$ cat config.mk
export PLATFORM = sky130hd
export DESIGN_NAME = gps_ca_multi
export DESIGN_NICKNAME = d
export VERILOG_FILES = /design/src/rtl/gps_ca_pkg.sv /design/src/rtl/gps_ca_multi_lfsr.sv /design/src/rtl/gps_ca_multi.sv
export SDC_FILE = /design/constraint.sdc
export NUM_CORES = 1
export LEC_CHECK = 0
export ABC_CLOCK_PERIOD_IN_PS = 13100
export BUFFER_PORTS_ARGS = -buffer_cell sky130_fd_sc_hd__buf_2
export CORE_ASPECT_RATIO = 0.9
export CORE_MARGIN = 1
export CORE_UTILIZATION = 60
export CTS_CLUSTER_SIZE = 40
export DETAILED_ROUTE_END_ITERATION = 10
export HOLD_SLACK_MARGIN = 0.06
export PLACE_DENSITY = 0.9
export SETUP_SLACK_MARGIN = 0.15
export SKIP_LAST_GASP = 1
export SLEW_MARGIN = 20
export SYNTH_ARGS = -nofsm -noshare
export SYNTH_HDL_FRONTEND = slang
export SYNTH_SLANG_ARGS = --single-unit
$ cat constraint.sdc
create_clock -name sys_clk_50 -period 13.1 [get_ports sys_clk_50]
set_clock_uncertainty 0.1 [all_clocks]
set_input_delay 0.655 -clock sys_clk_50 [delete_from_list [all_inputs] [get_ports sys_clk_50]]
set_output_delay 0.655 -clock sys_clk_50 [all_outputs]
set_load 0.1 [all_outputs]
$ cat src/rtl/gps_ca_pkg.sv
// Shared constants, G2 tap table and FSM state type for the C/A capture engine.
package gps_ca_pkg;

    localparam int unsigned CA_PERIOD = 1023;
    localparam int unsigned LFSR_W    = 10;

    // Bit i of a register holds LFSR stage i+1; stage 10 (bit 9) is the output.
    localparam logic [LFSR_W-1:0] G1_FB_MASK = 10'h204;  // stages 3,10
    localparam logic [LFSR_W-1:0] G2_FB_MASK = 10'h3A6;  // stages 2,3,6,8,9,10
    localparam logic [LFSR_W-1:0] LFSR_INIT  = '1;

    typedef struct packed {
        logic [3:0] t1;
        logic [3:0] t2;
    } g2_taps_t;

    typedef enum logic [1:0] {
        ST_IDLE,
        ST_SEEK,
        ST_CAPTURE,
        ST_HOLD
    } ca_state_t;

    function automatic logic prn_valid(input logic [5:0] prn);
        return (prn >= 6'd1) && (prn <= 6'd37);
    endfunction

    // G2 phase-selector taps (stage numbers) for PRN 1..37.
    function automatic g2_taps_t prn_taps(input logic [5:0] prn);
        g2_taps_t t;
        case (prn)
            6'd1:  t = {4'd2, 4'd6};
            6'd2:  t = {4'd3, 4'd7};
            6'd3:  t = {4'd4, 4'd8};
            6'd4:  t = {4'd5, 4'd9};
            6'd5:  t = {4'd1, 4'd9};
            6'd6:  t = {4'd2, 4'd10};
            6'd7:  t = {4'd1, 4'd8};
            6'd8:  t = {4'd2, 4'd9};
            6'd9:  t = {4'd3, 4'd10};
            6'd10: t = {4'd2, 4'd3};
            6'd11: t = {4'd3, 4'd4};
            6'd12: t = {4'd5, 4'd6};
            6'd13: t = {4'd6, 4'd7};
            6'd14: t = {4'd7, 4'd8};
            6'd15: t = {4'd8, 4'd9};
            6'd16: t = {4'd9, 4'd10};
            6'd17: t = {4'd1, 4'd4};
            6'd18: t = {4'd2, 4'd5};
            6'd19: t = {4'd3, 4'd6};
            6'd20: t = {4'd4, 4'd7};
            6'd21: t = {4'd5, 4'd8};
            6'd22: t = {4'd6, 4'd9};
            6'd23: t = {4'd1, 4'd3};
            6'd24: t = {4'd4, 4'd6};
            6'd25: t = {4'd5, 4'd7};
            6'd26: t = {4'd6, 4'd8};
            6'd27: t = {4'd7, 4'd9};
            6'd28: t = {4'd8, 4'd10};
            6'd29: t = {4'd1, 4'd6};
            6'd30: t = {4'd2, 4'd7};
            6'd31: t = {4'd3, 4'd8};
            6'd32: t = {4'd4, 4'd9};
            6'd33: t = {4'd5, 4'd10};
            6'd34: t = {4'd4, 4'd10};
            6'd35: t = {4'd1, 4'd7};
            6'd36: t = {4'd2, 4'd8};
            6'd37: t = {4'd4, 4'd10};
            default: t = {4'd1, 4'd1};  // invalid PRN; chip is masked by the top
        endcase
        return t;
    endfunction

endpackage

$ cat src/rtl/gps_ca_multi_lfsr.sv
// One channel's G1/G2 Gold-code generator with load-to-ones and single-chip advance.
module gps_ca_lfsr
    import gps_ca_pkg::*;
(
    input  logic     clk,
    input  logic     rst,
    input  logic     load,
    input  logic     adv,
    input  g2_taps_t taps,
    output logic     chip
);

    logic [LFSR_W-1:0] g1;
    logic [LFSR_W-1:0] g2;
    logic [3:0]        i1;
    logic [3:0]        i2;

    // Both registers shift toward stage 10; load wins over advance.
    always_ff @(posedge clk or posedge rst) begin
        if (rst) begin
            g1 <= LFSR_INIT;
            g2 <= LFSR_INIT;
        end else if (load) begin
            g1 <= LFSR_INIT;
            g2 <= LFSR_INIT;
        end else if (adv) begin
            g1 <= {g1[LFSR_W-2:0], ^(g1 & G1_FB_MASK)};
            g2 <= {g2[LFSR_W-2:0], ^(g2 & G2_FB_MASK)};
        end
    end

    // Current chip from G1 output and the two selected G2 stages.
    always_comb begin
        i1   = taps.t1 - 4'd1;
        i2   = taps.t2 - 4'd1;
        chip = g1[LFSR_W-1] ^ g2[i1] ^ g2[i2];
    end

endmodule

$ cat src/rtl/gps_ca_multi.sv
// Multi-channel C/A capture engine: shared FSM, chip divider and capture registers.
module gps_ca_multi
    import gps_ca_pkg::*;
#(
    parameter int unsigned NUM_CH   = 4,
    parameter int unsigned CA_BITS  = 13,
    parameter int unsigned CHIP_DIV = 4
) (
    input  logic                        sys_clk_50,
    input  logic                        sync_rst_in,
    input  logic                        start,
    input  logic [6*NUM_CH-1:0]         sv_num,
    input  logic [9:0]                  code_phase,
    input  logic                        code_ready,
    output logic                        busy,
    output logic                        code_valid,
    output logic [CA_BITS*NUM_CH-1:0]   ca_code,
    output logic [NUM_CH-1:0]           sv_err
);

    ca_state_t state;
    ca_state_t state_nxt;

    logic                      start_r;
    logic [6*NUM_CH-1:0]       sv_r;
    logic [9:0]                phase_r;
    logic [9:0]                phase_in;
    logic [9:0]                chip_idx;
    logic [9:0]                bit_cnt;
    logic [7:0]                div;
    logic                      accept;
    logic                      chip_tick;
    logic                      adv;
    logic                      wrap;
    logic                      load;
    logic                      seek_done;
    logic                      last_bit;
    logic [NUM_CH-1:0]         sv_bad;
    logic [NUM_CH-1:0]         chip;
    logic [NUM_CH-1:0]         chip_m;
    logic [CA_BITS*NUM_CH-1:0] capture_nxt;

    // Control strobes derived from the current state and counters.
    always_comb begin
        phase_in  = (code_phase > 10'd1022) ? 10'd1022 : code_phase;
        accept    = (state == ST_IDLE) && start && !start_r;
        chip_tick = (div == 8'(CHIP_DIV - 1));
        adv       = (state == ST_SEEK) || ((state == ST_CAPTURE) && chip_tick);
        // Reloading at the epoch end equals the free-running state after 1023 shifts.
        wrap      = adv && (chip_idx == 10'(CA_PERIOD - 1));
        load      = accept || wrap;
        seek_done = (chip_idx == phase_r - 10'd1);
        last_bit  = (bit_cnt == 10'(CA_BITS - 1));
    end

    // Per-channel PRN check and next capture value (shift chip into slice LSB).
    always_comb begin
        sv_bad      = '0;
        capture_nxt = '0;
        chip_m      = chip & ~sv_err;
        for (int unsigned k = 0; k < NUM_CH; k++) begin
            sv_bad[k] = !prn_valid(sv_num[6*k +: 6]);
            capture_nxt[CA_BITS*k +: CA_BITS] =
                CA_BITS'({ca_code[CA_BITS*k +: CA_BITS], chip_m[k]});
        end
    end

    for (genvar k = 0; k < NUM_CH; k++) begin : g_ch
        g2_taps_t taps_k;
        assign taps_k = prn_taps(sv_r[6*k +: 6]);

        gps_ca_lfsr u_lfsr (
            .clk  (sys_clk_50),
            .rst  (sync_rst_in),
            .load (load),
            .adv  (adv),
            .taps (taps_k),
            .chip (chip[k])
        );
    end

    // FSM state register.
    always_ff @(posedge sys_clk_50 or posedge sync_rst_in) begin
        if (sync_rst_in) begin
            state <= ST_IDLE;
        end else begin
            state <= state_nxt;
        end
    end

    // Next-state logic and handshake outputs.
    always_comb begin
        state_nxt  = state;
        busy       = (state != ST_IDLE);
        code_valid = (state == ST_HOLD);
        case (state)
            ST_IDLE:    if (accept) state_nxt = (phase_in != 10'd0) ? ST_SEEK : ST_CAPTURE;
            ST_SEEK:    if (seek_done) state_nxt = ST_CAPTURE;
            ST_CAPTURE: if (chip_tick && last_bit) state_nxt = ST_HOLD;
            ST_HOLD:    if (code_ready) state_nxt = ST_IDLE;
            default:    state_nxt = ST_IDLE;
        endcase
    end

    // Edge tracking, round parameters, counters and capture registers.
    always_ff @(posedge sys_clk_50 or posedge sync_rst_in) begin
        if (sync_rst_in) begin
            start_r  <= 1'b0;
            sv_r     <= '0;
            phase_r  <= '0;
            sv_err   <= '0;
            chip_idx <= '0;
            bit_cnt  <= '0;
            div      <= '0;
            ca_code  <= '0;
        end else begin
            start_r <= start;
            if (accept) begin
                sv_r     <= sv_num;
                phase_r  <= phase_in;
                sv_err   <= sv_bad;
                chip_idx <= '0;
                bit_cnt  <= '0;
                div      <= '0;
            end else begin
                if (adv) begin
                    chip_idx <= wrap ? 10'd0 : chip_idx + 10'd1;
                end
                if (state == ST_CAPTURE) begin
                    div <= chip_tick ? 8'd0 : div + 8'd1;
                    if (chip_tick) begin
                        bit_cnt <= bit_cnt + 10'd1;
                        ca_code <= capture_nxt;
                    end
                end
            end
        end
    end

endmodule

==> metrics <==
# rows=49; net count after synthesis=1382; slowest CP cell=nand3_4; DP Wirelength=18.8 mm; CTS Buffer Depth=3; Overflow after GRT=0; TritonCTS clock tree=yes; leakage power=0.00612 uW; IO Pins=96; final setup margin=between 8 and 9 ns; post-synthesis compound-gate area fraction=20.0%; Commonest cells post-synth=141 x nand2_1, 121 x dfrtp_1, 81 x nor2_1, 80 x dfstp_2, 76 x o22a_1; Synth-to-Final Area Change=9.65%; drt drc=0; worst slack at placement=8.81 ns; H-Tree Depth=1; Fin. Hold Viols=0; fmax=around 230 MHz; CP endpoint kind=flip-flop; Placeable Area=20300 um^2; Post-synth EDFFs=0; Synth cell types=87; number of nets in the layout=1419; ANT nets after route=0; Final Cell Area=13800 um^2; Initial Util=between 60% and 70%; register area share after synthesis=40.8%; clock sinks=between 200 and 250; crit-path max cell delay=0.89 ns; Critical Path Fanout Max=87; Power Density=89.2 nW/um^2; Crit path buffers/inverters=1; CTS buffer count=21; Die H=139 um; largest family of logic cells by synthesized area=compound AO/OA/AOI/OAI gates; critical path type=flip-flop to flip-flop; endpoints failing setup=0; VDD IR max=about 100 uV; Synth Area in Simple Gates=15.4%; Mean Syn Cell Area=9.70 um^2; Mapped Area=around 13000 um^2; area leader, netlist=dfrtp_1; Worst R2R End=chip_idx[6]; synthesized instance count=about 1300; die area=around 22000 um^2; Seq cells post-synth=201; final worst path period need=4.36 ns; TNS Setup=0 ns; post-synthesis adder-cell area fraction=under 10%; Slew HR=between 30% and 40%; global-route wire length before repair=49.0 mm; CP cell instances=ha_1 -> or4b_1 -> nor4_2 -> and2_1 -> or3_2 -> buf_4 -> nand3_4 -> o41ai_1; hold crit path type=primary input to flip-flop; Ys Warns=0; Skew-Pair Late Insertion Delay=0.51 ns; R2R depth=8; DRT Pass-1 Iters=6; Worst Path Required=approximately 13 ns; Worst Setup Start Kind=flip-flop; via count=around 10000; hold path cells=1; top-count cell post-synth=nand2_1; Tcrit/Tclk final=33.2%; Clock transition at path regs=0.06 ns; Worst Hold Launch=start; setup bufs post-CTS=0; 1st-iter DRT viols=around 900; Crit path max-delay family=simple AND/OR/NAND/NOR gates; Die Span X=155 um; max-slew violations=0; outcome=complete, no violations; FF-to-FF Start=div[0]; max-cap violations=0; Placed Instances=1592; Top FF cell, synth=dfrtp_1; RSZ-0062 raised after global routing=no; Ant. Diodes=0; vias in the first global route=9668; Placed Area=13100 um^2; Root Buffer=clkbuf_16; GP Congestion=0.916; per-cell routed wire length=17.9 um; dominant cells by area after synthesis=dfrtp_1 24%, dfstp_2 17%, o22a_1 5.3%, mux2_2 5.1%, ha_1 4.6%; largest net degree at the start of global routing=between 100 and 150; initial antenna violation count=0; Synth top area share=about a quarter; non-filler cells in the finished layout=1630; gr usage total=27.6%; CTS resizes=0; Slew @ Worst Pin=approximately 1 ns; Vias/cell=around 6.3; CTS Hold Bufs=0; final WL=about 30 mm; Reg2Reg Setup Slack=8.74 ns; Critical Path AT=4.63 ns; Post-synth ARST share=100%; layout cells sized above 1=22.3%; Hold Crit Endpoint=start_r; post-synthesis mux area share=10.0%; number of port buffers=95; Synth Area in XOR/XNOR=4.81%
==> cells in the final DEF, fill, tap and decap left out, types with 6 or more instances in the layout <==
cell,Yosys,final
and3_1,11,11
ha_1,46,46
a211oi_1,14,14
nand4_1,11,11
o21ai_1,17,17
o211ai_1,13,13
o21ai_0,56,56
a31oi_1,15,15
a221oi_1,12,12
nand3b_1,8,8
o31ai_1,9,9
mux2i_1,38,38
buf_2,26,95
nor3_1,20,19
nand2_1,141,140
clkbuf_16,0,21
mux2_2,57,57
xor2_1,33,33
xnor2_1,31,31
nand2b_1,23,23
a21oi_1,42,42
dfrtp_1,121,121
buf_4,1,6
nand3_1,30,29
a211o_1,7,7
mux4_2,10,10
o22a_1,76,76
nor2b_1,29,29
inv_1,44,43
clkbuf_1,47,6
and2_1,10,10
dfstp_2,80,80
nor2_1,81,80
==> kinds of logic (layout without fill, tap and decap cells) <==
group / Yosys count / count (layout)
AND/OR/NAND/NOR: 398 / 398
AO/OA/AOI/OAI: 343 / 343
flip-flops: 201 / 201
buffers and inverters: 136 / 188
multiplexers: 106 / 106
XOR/XNOR: 66 / 66
adder cells (fa/ha/maj): 48 / 48
==> power by group <==
part | internal, uW | switching, uW | total (uW)
logic | 5.11 | 16.8 | 21.9
registers | 622 | 0.163 | 622
clock network | 340 | 247 | 587
total | 967 | 264 | 1230
==> area by class of cell <==
cell class | instances | area, um^2
inverters | 49 | 191
multi-input cells | 961 | 6940
fillers | 1438 | 6490
flip-flops and latches | 201 | 5130
clock buffers | 31 | 603
repair buffers | 101 | 520
clock inverters | 7 | 67.6
well taps | 280 | 350
==> worst max path at each step <==
stage	to	slack (ns)	from	cells past startpoint
final	chip_idx[6]	8.74	div[0]	8
after global routing	chip_idx[6]	8.39	div[0]	8
after CTS	chip_idx[6]	8.77	div[0]	8
after detailed placement	chip_idx[6]	8.81	div[0]	8
after global placement	chip_idx[6]	8.93	div[0]	8
after floorplan	bit_cnt[0]	7.00	sync_rst_in	1
==> stage by stage <==
step | total power, uW | utilization [%] | hold slack, ns
2_1_floorplan | 643 | - | 0.365
3_3_place_gp | 655 | 64.7 | 0.360
3_5_place_dp | 655 | 64.7 | 0.366
4_1_cts | 1240 | 68.0 | 0.174
5_1_grt | 1270 | 68.0 | 0.180
6_report | 1230 | 68.0 | 0.190
==> worst reg2reg max path, stage by stage (launching register included) <==
cell	delay [ns]
dfrtp_1	0.38
ha_1	0.22
or4b_1	0.46
nor4_2	0.34
and2_1	0.41
or3_2	0.19
buf_4	0.62
nand3_4	0.90
o41ai_1	0.59
==> flip-flops by register name, indices dropped and copies added (netlist names) <==
register,cells
chip_idx,10
sv_r,24
g_ch.u_lfsr.g1,40
phase_r,10
state,2
g_ch.u_lfsr.g2,40
ca_code,52
sv_err,4
div,8
bit_cnt,10
start_r,1
==> routing by layer <==
| metal | track usage (%) | share of wire, % |
|---|---|---|
| met1 | 38.2 | 43 |
| met2 | 45.9 | 49 |
| met3 | 3.21 | 5.6 |
| met4 | 7.82 | 2.5 |
| met5 | 0 | 0 |
Note: power is estimated with default switching activity, not from simulation.
